[src/rtl/scoreboard_regfile.sv]
// Register file with a pending-write scoreboard: two write ports, two combinational
// read ports with optional write forwarding, and single-slot reservations per cycle.
module scoreboard_regfile #(
  parameter int DATA_W   = 32,
  parameter int ADDR_W   = 5,
  parameter int ZERO_REG = 1,
  parameter int BYPASS   = 1
) (
  input  logic              clk,
  input  logic              rst,
  input  logic [ADDR_W-1:0] rd_addr_a,
  input  logic [ADDR_W-1:0] rd_addr_b,
  output logic [DATA_W-1:0] rd_data_a,
  output logic [DATA_W-1:0] rd_data_b,
  output logic              rd_busy_a,
  output logic              rd_busy_b,
  input  logic              wr_en0,
  input  logic              wr_en1,
  input  logic [ADDR_W-1:0] wr_addr0,
  input  logic [ADDR_W-1:0] wr_addr1,
  input  logic [DATA_W-1:0] wr_data0,
  input  logic [DATA_W-1:0] wr_data1,
  input  logic              rsv_en,
  input  logic [ADDR_W-1:0] rsv_addr,
  output logic              rsv_ok,
  output logic [ADDR_W:0]   pend_cnt
);

  localparam int NREG = 1 << ADDR_W;

  logic [DATA_W-1:0] regs_reg [NREG];
  logic [NREG-1:0]   pending_reg;
  logic [NREG-1:0]   pending_next;
  logic [NREG-1:0]   wr_hit0;
  logic [NREG-1:0]   wr_hit1;
  logic [NREG-1:0]   rsv_hit;
  logic [ADDR_W:0]   pend_cnt_reg;
  logic [ADDR_W:0]   pend_cnt_next;
  logic              wr_act0;
  logic              wr_act1;
  logic              rsv_ok_int;

  logic [ADDR_W-1:0] rd_addr_arr [2];
  logic [DATA_W-1:0] rd_data_arr [2];
  logic              rd_busy_arr [2];

  // Gating with rst keeps forwarding and reservations silent while in reset.
  assign wr_act0 = wr_en0 && !rst && !(ZERO_REG != 0 && wr_addr0 == '0);
  assign wr_act1 = wr_en1 && !rst && !(ZERO_REG != 0 && wr_addr1 == '0);

  assign rsv_ok_int = rsv_en && !rst && !(ZERO_REG != 0 && rsv_addr == '0) &&
                      (!pending_reg[rsv_addr] ||
                       (wr_act0 && wr_addr0 == rsv_addr) ||
                       (wr_act1 && wr_addr1 == rsv_addr));

  for (genvar gi = 0; gi < NREG; gi++) begin : g_reg
    assign wr_hit0[gi] = wr_act0 && (wr_addr0 == ADDR_W'(gi));
    assign wr_hit1[gi] = wr_act1 && (wr_addr1 == ADDR_W'(gi));
    assign rsv_hit[gi] = rsv_ok_int && (rsv_addr == ADDR_W'(gi));
    // A reservation beats a same-cycle write clear, so the slot stays pending.
    assign pending_next[gi] = rsv_hit[gi] | (pending_reg[gi] & ~(wr_hit0[gi] | wr_hit1[gi]));

    always_ff @(posedge clk or posedge rst) begin
      if (rst) begin
        regs_reg[gi] <= DATA_W'(gi);
      end else if (wr_hit1[gi]) begin
        regs_reg[gi] <= wr_data1;
      end else if (wr_hit0[gi]) begin
        regs_reg[gi] <= wr_data0;
      end
    end
  end

  always_comb begin
    pend_cnt_next = '0;
    for (int i = 0; i < NREG; i++) begin
      pend_cnt_next = pend_cnt_next + {{ADDR_W{1'b0}}, pending_next[i]};
    end
  end

  always_ff @(posedge clk or posedge rst) begin
    if (rst) begin
      pending_reg  <= '0;
      pend_cnt_reg <= '0;
    end else begin
      pending_reg  <= pending_next;
      pend_cnt_reg <= pend_cnt_next;
    end
  end

  assign rd_addr_arr[0] = rd_addr_a;
  assign rd_addr_arr[1] = rd_addr_b;

  for (genvar gi = 0; gi < 2; gi++) begin : g_rd
    always_comb begin
      rd_data_arr[gi] = regs_reg[rd_addr_arr[gi]];
      rd_busy_arr[gi] = pending_reg[rd_addr_arr[gi]];
      if (BYPASS != 0) begin
        if (wr_act1 && wr_addr1 == rd_addr_arr[gi]) begin
          rd_data_arr[gi] = wr_data1;
          rd_busy_arr[gi] = 1'b0;
        end else if (wr_act0 && wr_addr0 == rd_addr_arr[gi]) begin
          rd_data_arr[gi] = wr_data0;
          rd_busy_arr[gi] = 1'b0;
        end
      end
      if (ZERO_REG != 0 && rd_addr_arr[gi] == '0) begin
        rd_data_arr[gi] = '0;
        rd_busy_arr[gi] = 1'b0;
      end
    end
  end

  assign rd_data_a = rd_data_arr[0];
  assign rd_data_b = rd_data_arr[1];
  assign rd_busy_a = rd_busy_arr[0];
  assign rd_busy_b = rd_busy_arr[1];
  assign rsv_ok    = rsv_ok_int;
  assign pend_cnt  = pend_cnt_reg;

endmodule

[config.mk]
export PLATFORM = sky130hd
export DESIGN_NAME = scoreboard_regfile
export DESIGN_NICKNAME = d
export VERILOG_FILES = /design/src/rtl/scoreboard_regfile.sv
export SDC_FILE = /design/constraint.sdc
export NUM_CORES = 2
export LEC_CHECK = 0
export BUFFER_PORTS_ARGS = -buffer_cell sky130_fd_sc_hd__buf_2
export CAP_MARGIN = 20
export CORE_MARGIN = 1
export CORE_UTILIZATION = 58
export DETAILED_ROUTE_END_ITERATION = 8
export PLACE_DENSITY_LB_ADDON = 0.1
export SLEW_MARGIN = 20
export SYNTH_ARGS = -nofsm -noshare
export SYNTH_HDL_FRONTEND = slang
export SYNTH_SLANG_ARGS = --single-unit
[constraint.sdc]
create_clock -name clk -period 36 [get_ports clk]
set_input_delay 7.2 -clock clk [delete_from_list [all_inputs] [get_ports clk]]
set_output_delay 7.2 -clock clk [all_outputs]
set_load 0.01 [all_outputs]
== Yosys cells after proc, flatten, opt, wreduce, memory -nomap -nowiden ==
Cells that the tools add are included.

* Add/sub/neg operators: 31
* $lt $le $gt $ge: 5
* Eq/ne operators: 99
* Multiplexer cells: 88
* Bitwise logic cells: 130
* Reductions and logical operators: 153

{| class="wikitable"
|+ Operators with widths
! cell !! number
|-
| $mux W32 || 74
|-
| $bmux W32 S5 || 2
|-
| $eq A5 B5 Y1 const B || 48
|-
| $add A6 B1 Y6 || 26
|-
| $eq A5 B4 Y1 const B || 24
|-
| $logic_and A1 B1 Y1 || 109
|-
| $or A1 B1 Y1 || 64
|-
| $reduce_bool A2 Y1 || 32
|-
| $eq A5 B3 Y1 const B || 12
|-
| $and A1 B1 Y1 || 32
|-
| $not A1 Y1 || 32
|-
| $eq A5 B2 Y1 const B || 6
|-
| $eq A5 B5 Y1 || 6
|-
| $logic_not A5 Y1 || 5
|-
| $lt A5 B6 Y1 const B || 3
|-
| $bmux W1 S5 || 3
|-
| $eq A5 B1 Y1 const B || 3
|-
| $ge A6 B6 Y1 const B || 2
|-
| $not A5 Y6 || 2
|-
| $mux W1 || 9
|-
| $add A5 B1 Y6 || 1
|-
| $add A4 B1 Y5 || 1
|-
| $logic_not A1 Y1 || 5
|-
| $add A3 B1 Y4 || 1
|-
| other kinds (3) || 4
|}

* Flip-flop bits (word level): 1062
* Input bits: 94
* Output and inout bits: 73
* Logic and storage cells: 540

== Longest topological paths before layout ==
* Depth in word-level cells: 40
* Mapped depth: 28
* Mapped depth without buffers: 23

== Worst setup path after synthesis ==
No wires, ideal clock.

* Path type: input to output
* Start point: input rd_addr_b[1]
* End point: output rd_data_b[30]
* Arrival: 8.928 ns
* Data required time: 28.800 ns
* Path slack: 19.872 ns
* Stages on the path: 7
* Path buffers: 2
* Cells stage by stage: buf_6 > buf_8 > mux4_2 > mux4_2 > mux2_2 > o211ai_2 > a21boi_1

* Longest elaborated chain between the ends: 7
* Elaborated cells between the ends (all ways): 12
* Classes of those cells: eq/ne (2); mux (6); bitwise (1); reduce/logical (3)

{| class="wikitable"
|+ Ends and longest elaborated chain
! element !! RTL line !! source
|-
| from (decl) || 12 || <nowiki>input logic [ADDR_W-1:0] rd_addr_b,</nowiki>
|-
| $not A5 Y6 (implied by the code) || 96 || <nowiki>rd_data_arr[gi] = regs_reg[rd_addr_arr[gi]];</nowiki>
|-
| $bmux W32 S5 || 96 ||
|-
| $mux W32 (implied by the code) (2 in series) || 96 ||
|-
| $mux W32 || 102 || <nowiki>end else if (wr_act0 && wr_addr0 == rd_addr_arr[gi]) begin</nowiki>
|-
| $mux W32 || 99 || <nowiki>if (wr_act1 && wr_addr1 == rd_addr_arr[gi]) begin</nowiki>
|-
| $mux W32 * || 107 || <nowiki>if (ZERO_REG != 0 && rd_addr_arr[gi] == '0) begin</nowiki>
|-
| to (decl) || 14 || <nowiki>output logic [DATA_W-1:0] rd_data_b,</nowiki>
|}

Every way passes the cells marked *; elsewhere a longest branch is shown, timed or not. The select of a mux whose other input is x is not followed.

== Worst setup path in the final report ==
* Start point: input rd_addr_b[1]
* End point: output rd_data_b[27]

Same word-level chain as after synthesis.

==> results.py <==
metrics = {
    "timing": {
        "final_hold_viol_count": 0,
        "grt_setup_unrepaired": "false",
        "skew_ns": 0.01523,
        "slew_worst_pin_ns": 1.263,
        "achievable-frequency_mhz": 52.21,
        "fin_crit_sh": 0.5321,
        "slew_headroom": 0.1580,
        "number_of_max_slew_violations_in_the_final_report": 0,
        "final.min_clock_period_ns": 19.15,
        "tns_ns": 0,
        "final_number_of_setup_violating_endpoints": 0,
    },
    "power_and_ir_drop": {
        "power.share.sequential": 0.415,
        "power.ir.vdd_worst_mv": 0.09747,
        "p_int_mw": 2.838,
        "power.share.switching": 0.3259,
        "p_switching_mw": 1.372,
        "pwr-share-comb": 0.278,
        "p_per_cell_area_nw_per_um2": 57.51,
        "pwr-share-clk": 0.307,
        "power.leakage_nw": 33.14,
        "total_power_mw": 4.211,
    },
    "layout": {
        "fill_cells": 9602,
        "multiInputGateArea_um2": 38500,
        "layout-area-overhead-vs-synth_pct": 6.899,
        "largest_register_ffs": 1024,
        "drive_above_1_share": 0.1577,
        "nNetsFinal": 6515,
        "regArea_um2": 26680,
    },
    "synthesis": {
        "sequential_share_of_the_synthesized_area": 0.3894,
        "average_instance_area_after_synthesis_um2": 10.02,
        "yosys_warnings": 0,
        "synth_top_cell_area_share": 0.3587,
        "dominantRegCellSynth": "dfrtp_1",
        "synth.area.top_cells": "dfrtp_1 (36%), mux2i_1 (21%), mux4_2 (9.7%)",
        "number_of_enable_flip_flop_cells_after_synthesis": 0,
        "synth_area_um2": 68500,
        "synth_async_sr_flop_share": 1.000,
        "synthTopCellsByCount": "mux2i_1 (1431), dfrtp_1 (982), nor2_1 (808)",
        "synth_cell_types": 66,
        "most_instantiated_library_cell_after_synthesis": "mux2i_1",
        "postSynthNetCount": 6960,
        "postSynthRegisterBits": 1062,
        "synth_top_area_cell": "dfrtp_1",
        "synth_cells": 6835,
    },
    "clocking": {
        "clock_pin_slew_of_the_registers_on_the_worst_case_setup_and_hold_paths_ns": 0.06,
        "post-cts-setup-buffers": 0,
        "post_cts_resized": 0,
        "tritoncts.num_buffers": 119,
        "clk_root_buffer_cell": "clkbuf_16",
        "cts.sinks": 1062,
        "tritoncts": "built",
        "htreeDepth": 3,
        "cts.path.max_buffers": 3,
        "postCtsHoldBufs": 0,
        "clk_latency_ns": 0.75,
    },
    "global_routing": {
        "grt_first_pass_wirelength_um": 386700,
        "grtUsageTotal": 0.4442,
        "number_of_antenna_violations_at_the_first_check_in_global_routing": 26,
        "vias_in_the_first_global_route": 54110,
        "global_route.overflow_total": 0,
        "maximum_number_of_pins_on_one_net_before_global_route_repair": 171,
    },
    "place": {
        "globalplace.congestion": 0.8922,
        "dp_hpwl_um": 144200,
        "io_buffer_count": 166,
    },
    "worst_setup_path": {
        "crit_type": "primary input to primary output",
        "cpLargestDelayFamily": "buffers and inverters",
        "cp_cell_sequence": "buf_8 -> buf_12 -> buf_12 -> nand2b_2 -> buf_4 -> o21ai_0 -> a31oi_1 -> buf_2",
        "crit_path_end_kind": "primary output",
        "crit_path_max_fanout": 124,
        "worst_path_most_repeated_cell": "buf_12",
        "endpoint_required_time_on_the_critical_path_ns": 28.80,
        "timing.critical_path.slowest_stage_cell": "nand2b_2",
        "worst_ep_arrival_time_ns": 11.95,
        "critical_path.n_buffers_inverters": 5,
        "max_stage_delay_ns": 0.91,
        "start_kind": "primary input",
    },
    "routing": {
        "drt_drc_violations_left": 0,
        "detailed_route_wire_length_per_cell_um": 33.56,
        "route.detailed.vias_per_inst": 7.179,
        "initial_detailed_routing_violation_count": 8530,
        "ant_nets": 0,
        "totalWireLength_um": 269700,
        "route.vias.total": 57700,
        "first_pass_detailed_route_iteration_total": 8,
    },
    "floorplanning": {
        "start_util": 0.5871,
        "fp.dieW_um": 345.7,
        "y_dimension_of_the_die_um": 345.7,
        "die_area_um2": 119500,
        "design.core.area_um2": 116700,
        "io_pins": 167,
        "row_count": 125,
    },
    "run": {
        "drv_cap": 0,
    },
    "status": {
        "run_status": "complete, no violations",
    },
    "hold_path": {
        "hp-class": "flip-flop to flip-flop",
    },
}
## stage by stage
step,instance area (um^2),instances,utilization,setup slack (ns),hold WS (ns)
after global placement,69090,7793,0.5921,17.03,0.3813
after floorplan,68500,6835,-,14.22,0.4413
final,73220,8037,0.6276,16.85,0.3991
after detailed placement,69100,7793,0.5922,16.98,0.3838
after CTS,73160,8013,0.6270,16.97,0.3992
after global routing,73180,8020,0.6272,16.80,0.4104
## cell families (layout without fill, tap and decap cells)
family,count (synthesis),count (layout),share of synthesized area
buf+inv,895,549,0.05757
fa+ha+maj,31,31,0.008293
flops,1062,1062,0.3894
mux,1788,1788,0.3163
other cells,0,24,0
xor+xnor,33,33,0.004219
simple gates,1407,1407,0.08368
compound gates,1619,1619,0.1405
## per-layer routing
layer | wire (um) | global-route usage | vias to the layer above
met2 | 114600 | 0.6375 | 4236
met1 | 100900 | 0.5832 | 28370
met3 | 34860 | 0.1446 | 1108
met4 | 19150 | 0.2727 | 20
met5 | 215 | 0.004002 | -
li1 | - | - | 23970
## worst paths after layout
kind | startpoint | endpoint | slack (ns) | depth (start not counted)
min in group asynchronous | rst | regs_reg[410] | 6.63 | 2
hold reg to reg | regs_reg[998] | regs_reg[998] | 0.40 | 0
setup reg to reg | pending_reg[8] | pend_cnt[4] | 29.09 | 24
hold / removal | regs_reg[998] | regs_reg[998] | 0.40 | 0
setup / recovery | rd_addr_b[1] | rd_data_b[27] | 16.85 | 8
max in group asynchronous | rst | regs_reg[310] | 26.40 | 5
## cell type report
type                       count  area share
sequential                  1062      0.3643
clock buffer                 177     0.04788
multi-input combinational   4878      0.5258
timing repair buffer         288     0.02539
inverter                      41    0.002153
clock inverter                43    0.007604
antenna                       24   0.0008202
tap                         1524     0.02604
## placed cells by master, fill, tap and decap left out, drive strengths merged, types with 86 or more instances in the layout
cell type,n
nand3,86
o21ai,320
mux4,295
nor2,810
buf,288
a21oi,779
dfrtp,982
clkbuf,177
a22oi,154
mux2i,1431
nand2,404
## power groups by stage
stage	clock network, mW	registers, mW	logic, mW
2_1_floorplan	0	1.68	0.916
6_report	1.29	1.75	1.17
4_1_cts	1.29	1.73	1.15
3_3_place_gp	0	1.73	1.11
3_5_place_dp	0	1.75	1.15
5_1_grt	1.34	1.78	1.29
(Power assumes the default switching activity.)
